`src/rtl/gpio_bank.sv`:
```
// Bank of WIDTH bidirectional GPIO pins on a zero-wait-state Wishbone-style slave bus.
// Provides direction control, atomic set/clear/toggle, synchronized inputs and edge interrupts.
module gpio_bank #(
  parameter int unsigned WIDTH       = 32,
  parameter int unsigned SYNC_STAGES = 2
) (
  input  logic             clk_i,
  input  logic             rst_ni,
  input  logic [3:0]       adr_i,
  input  logic             stb_i,
  input  logic             we_i,
  input  logic [3:0]       sel_i,
  input  logic [31:0]      dat_i,
  output logic [31:0]      dat_o,
  output logic             ack_o,
  output logic [WIDTH-1:0] gpio_o,
  output logic [WIDTH-1:0] gpio_oe_o,
  input  logic [WIDTH-1:0] gpio_i,
  output logic             irq_o
);

  localparam logic [3:0] AdrOut    = 4'd0;
  localparam logic [3:0] AdrIn     = 4'd1;
  localparam logic [3:0] AdrDir    = 4'd2;
  localparam logic [3:0] AdrSet    = 4'd3;
  localparam logic [3:0] AdrClr    = 4'd4;
  localparam logic [3:0] AdrTgl    = 4'd5;
  localparam logic [3:0] AdrRiseEn = 4'd6;
  localparam logic [3:0] AdrFallEn = 4'd7;
  localparam logic [3:0] AdrStat   = 4'd8;

  logic [WIDTH-1:0] out_q, out_d;
  logic [WIDTH-1:0] dir_q, dir_d;
  logic [WIDTH-1:0] rise_en_q, rise_en_d;
  logic [WIDTH-1:0] fall_en_q, fall_en_d;
  logic [WIDTH-1:0] stat_q, stat_d;
  logic [WIDTH-1:0] prev_q;
  logic [WIDTH-1:0] sync_q [SYNC_STAGES];

  logic [31:0]      lane_mask;
  logic [WIDTH-1:0] wmask;
  logic [WIDTH-1:0] wdata;
  logic [WIDTH-1:0] sync_val;
  logic [WIDTH-1:0] edge_evt;
  logic [WIDTH-1:0] stat_clr;
  logic             wr;
  logic [31:0]      rdata;

  assign lane_mask = {{8{sel_i[3]}}, {8{sel_i[2]}}, {8{sel_i[1]}}, {8{sel_i[0]}}};
  assign wmask     = lane_mask[WIDTH-1:0];
  assign wdata     = dat_i[WIDTH-1:0] & wmask;
  assign wr        = stb_i & we_i;

  assign sync_val  = sync_q[SYNC_STAGES-1];
  assign edge_evt  = (sync_val & ~prev_q & rise_en_q) | (~sync_val & prev_q & fall_en_q);

  always_comb begin
    out_d     = out_q;
    dir_d     = dir_q;
    rise_en_d = rise_en_q;
    fall_en_d = fall_en_q;
    stat_clr  = '0;
    if (wr) begin
      case (adr_i)
        AdrOut:    out_d     = (out_q & ~wmask) | wdata;
        AdrDir:    dir_d     = (dir_q & ~wmask) | wdata;
        AdrSet:    out_d     = out_q | wdata;
        AdrClr:    out_d     = out_q & ~wdata;
        AdrTgl:    out_d     = out_q ^ wdata;
        AdrRiseEn: rise_en_d = (rise_en_q & ~wmask) | wdata;
        AdrFallEn: fall_en_d = (fall_en_q & ~wmask) | wdata;
        AdrStat:   stat_clr  = wdata;
        default:   ;
      endcase
    end
    // A new edge event overrides a simultaneous write-1-to-clear.
    stat_d = (stat_q & ~stat_clr) | edge_evt;
  end

  always_ff @(posedge clk_i or negedge rst_ni) begin
    if (!rst_ni) begin
      out_q     <= '0;
      dir_q     <= '0;
      rise_en_q <= '0;
      fall_en_q <= '0;
      stat_q    <= '0;
      prev_q    <= '0;
      for (int i = 0; i < SYNC_STAGES; i++) begin
        sync_q[i] <= '0;
      end
    end else begin
      out_q     <= out_d;
      dir_q     <= dir_d;
      rise_en_q <= rise_en_d;
      fall_en_q <= fall_en_d;
      stat_q    <= stat_d;
      prev_q    <= sync_val;
      sync_q[0] <= gpio_i;
      for (int i = 1; i < SYNC_STAGES; i++) begin
        sync_q[i] <= sync_q[i-1];
      end
    end
  end

  always_comb begin
    rdata = '0;
    case (adr_i)
      AdrOut:    rdata[WIDTH-1:0] = out_q;
      AdrIn:     rdata[WIDTH-1:0] = sync_val;
      AdrDir:    rdata[WIDTH-1:0] = dir_q;
      AdrRiseEn: rdata[WIDTH-1:0] = rise_en_q;
      AdrFallEn: rdata[WIDTH-1:0] = fall_en_q;
      AdrStat:   rdata[WIDTH-1:0] = stat_q;
      default:   rdata = '0;
    endcase
  end

  assign dat_o     = rdata;
  assign ack_o     = stb_i;
  assign gpio_o    = out_q;
  assign gpio_oe_o = dir_q;
  assign irq_o     = |stat_q;

endmodule

```
`config.mk`:
```
export PLATFORM = sky130hd
export DESIGN_NAME = gpio_bank
export DESIGN_NICKNAME = d
export VERILOG_FILES = /design/src/rtl/gpio_bank.sv
export SDC_FILE = /design/constraint.sdc
export NUM_CORES = 1
export LEC_CHECK = 0
export BUFFER_PORTS_ARGS = -buffer_cell sky130_fd_sc_hd__buf_2
export CORE_MARGIN = 2
export CORE_UTILIZATION = 50
export CTS_CLUSTER_SIZE = 25
export DETAILED_ROUTE_END_ITERATION = 10
export PLACE_DENSITY = 0.74
export SLEW_MARGIN = 40
export SYNTH_ARGS = -nofsm -noshare
export SYNTH_HDL_FRONTEND = slang
export SYNTH_SLANG_ARGS = --single-unit
export TNS_END_PERCENT = 50
```
`constraint.sdc`:
```
create_clock -name clk_i -period 1.95 [get_ports clk_i]
set_input_delay 0.4875 -clock clk_i [delete_from_list [all_inputs] [get_ports clk_i]]
set_output_delay 0.4875 -clock clk_i [all_outputs]
set_load 0.02 [all_outputs]
```
==> impl_metrics.csv <==
group,metric,value,unit
floorplan,dieArea,23600,sq um
min_path,whs_path_depth,1,
routing,viasPerCell,6.46,
synthesis,synth_top_area_share,57.2,%
place,gp_congestion,0.818,
routing,antenna_left,0,
timing,tightest_slew,392,ps
clock_tree,cts.sinks,256,
timing,slew_headroom,73.6,%
clock_tree,root_buffer,"clkbuf_16",
timing,fin_ws,-509,ps
critical_path,arrival,1970,ps
synthesis,ys_warn_count,0,
floorplan,die_w,154,microns
cells_and_area,fin_nets,1339,
timing,hold_viol_final,0,
synthesis,ys_async_sr_fraction,100,%
synthesis,synthCells,947,
synthesis,avgSynthCellArea,11.8,sq um
synthesis,ys_types,33,
grt,grt_use_total,32.4,%
timing,min_period,2460,ps
routing,drt-total-wl,38400,microns
cells_and_area,fillCellCount,1520,
grt,grt_max_degree,51,
routing,first_iter_violations,1150,
clock_tree,numCtsBuffers,27,
clock_tree,clk_latency,540,ps
floorplan,coreArea,21900,sq um
critical_path,r2r_setup_slack,540,ps
routing,first_pass_iters,8,
clock_tree,clk_pin_slew,70,ps
place,port_buffers,173,
floorplan,start_util,51.2,%
grt,gr-total-overflow,0,
synthesis,synth_largest_area_cell,"dfrtp_1",
synthesis,synth-edff-count,0,
synthesis,synth_seq_area_share,57.2,%
clock_tree,cts_tree,"done",
routing,drc_errors,0,
synthesis,synth.area.top_cells,"dfrtp_1 (57%), o2bb2ai_1 (7.5%), a22oi_1 (6.4%)",
critical_path,worstSetupPathType,"flip-flop to output port",
floorplan,rows,54,
clock_tree,clockBufferDepth,3,
timing,holdWs,55.3,ps
timing,fin_crit_sh,126,%
critical_path,r2r_start,"gpio_o[6]$_DFFE_PN0P_",
power,leakagePower,0.00693,uW
run,maxCapViolCount,0,
status,run_status,"complete, but fails checks",
critical_path,path_max_fanout,2,
place,hpwlAfterDp,23700,microns
critical_path,timing.rr.end,"gpio_o[6]$_DFFE_PN0P_",
synthesis,yosysMostFrequentCell,"dfrtp_1",
timing,fin_worst_skew,8.68,ps
critical_path,crit_chain,"nor4_4 > buf_4 > nand4_1 > or2_4 > buf_6",
routing,avgRoutedWirePerCell,25.1,microns
critical_path,critPathRequiredTime,1460,ps
cells_and_area,drive_gt1_share,39.5,%
timing,grt_setup_unrepaired,"yes",
status,violations,"setup timing",
critical_path,r2r_cells,4,
critical_path,slowest_stage,"dfrtp_1",
clock_tree,htreeDepth,1,
grt,antenna_found_initial,0,
power,peakVddDrop,0.608,mV
synthesis,syn-num-nets,1055,
routing,num_vias,9888,
cells_and_area,final_core_util,71.2,%
floorplan,ios,174,
synthesis,synth_seq_cells,256,
power,power_density,955,nW/um^2
synthesis,synth_area,11200,sq um
place,post-place-ws,-477,ps
critical_path,cp-end-kind,"output port",
min_path,hold_end,"sync_q[41]$_DFF_PN0_",
cells_and_area,area_delta_synth_final,39.0,%
floorplan,die_h,154,microns
timing,fmax,0.407,GHz
grt,grt_pass1_wl,60100,microns
synthesis,ys_top_cells_by_count,"dfrtp_1 (256), inv_1 (97), a22oi_1 (96), o2bb2ai_1 (96), nand3_1 (44)",
timing,slew_violations,0,
timing,setup_violations,33,
synthesis,synthFlopType,"dfrtp_1",
critical_path,cp-start-kind,"flip-flop",
critical_path,max_stage_delay,410,ps
grt,grt_pass1_vias,10247,
min_path,hold_path.class,"input port to flip-flop",
min_path,min_from,"gpio_i[9]",
cells_and_area,diodes,0,
[layout by cell type (no fill, tap or decap), types with 33 or more instances in the layout]
master and instances:
dfrtp_1 256, buf_2 135, buf_4 107, inv_1 97
o2bb2ai_1 96, a22oi_2 85, buf_6 38, nand2_1 36
and2_1 33
[worst max path at each step]
stage                     slack, ps                 start  cells past startpoint        to
after floorplan                   2              adr_i[0]                      6  dat_o[0]
after global placement         -470              adr_i[3]                      6  dat_o[3]
after detailed placement       -480              adr_i[3]                      6  dat_o[3]
after CTS                      -550  stat_q[28]$_DFF_PN0_                      5     irq_o
after global routing           -570   stat_q[7]$_DFF_PN0_                      5     irq_o
final                          -510  stat_q[28]$_DFF_PN0_                      5     irq_o
[what timing repair did]
item	4_1_cts	5_1_grt
endpoints found under the setup margin	33	33
gates resized for setup	143	21
buffers inserted	11	4
cloned	10	0
pin swaps	46	33
hold buffers	1	0
endpoints found under the hold margin	23	0
[per-layer routing]
metal / wire, microns / GRT usage, %
met5: 0 / 0
met4: 1340 / 11.7
met3: 3300 / 5.98
met2: 18200 / 51.5
met1: 15600 / 45.0
[final cells by class]
cell class	instances	area, sq um	area share [%]
flip-flops and latches	256	6410	41.1
multi-input cells	530	4800	30.8
repair buffers	319	2690	17.3
clock buffers	40	825	5.29
inverters	97	364	2.34
well taps	280	350	2.25
clock inverters	9	148	0.948
[critical path, delay by kind of cell (launching register included)]
family,cells,cell delay [ps]
buffers and inverters,2,280
DFF,1,410
and+or+nand+nor,3,750
[where the power goes]
| group | total, uW | internal [uW] | switching (uW) |
|---|---|---|---|
| logic | 2690 | 1180 | 1510 |
| clock network | 5570 | 3440 | 2130 |
| registers | 6620 | 5920 | 702 |
[cell families (layout without fill, tap and decap cells)]
kind of cell | count (synthesis) | after routing | synth area share [%]
compound gates | 324 | 324 | 23.8
xor+xnor | 1 | 1 | 0.0782
fa+ha+maj | 32 | 32 | 3.57
buf+inv | 161 | 465 | 6.06
flops | 256 | 256 | 57.2
simple gates | 173 | 173 | 9.36
[per-stage QoR]
step / std cells / area, sq um / setup TNS [ps] / total power (uW)
after detailed placement: 1461 / 13700 / -23190 / 9100
after global routing: 1531 / 15600 / -6560 / 15400
final: 1531 / 15600 / -5190 / 14900
after global placement: 1461 / 13700 / -19650 / 8980
after CTS: 1532 / 15600 / -4880 / 14800
after floorplan: 947 / 11800 / 0 / 7970
Power figures use the tool's default switching activity.
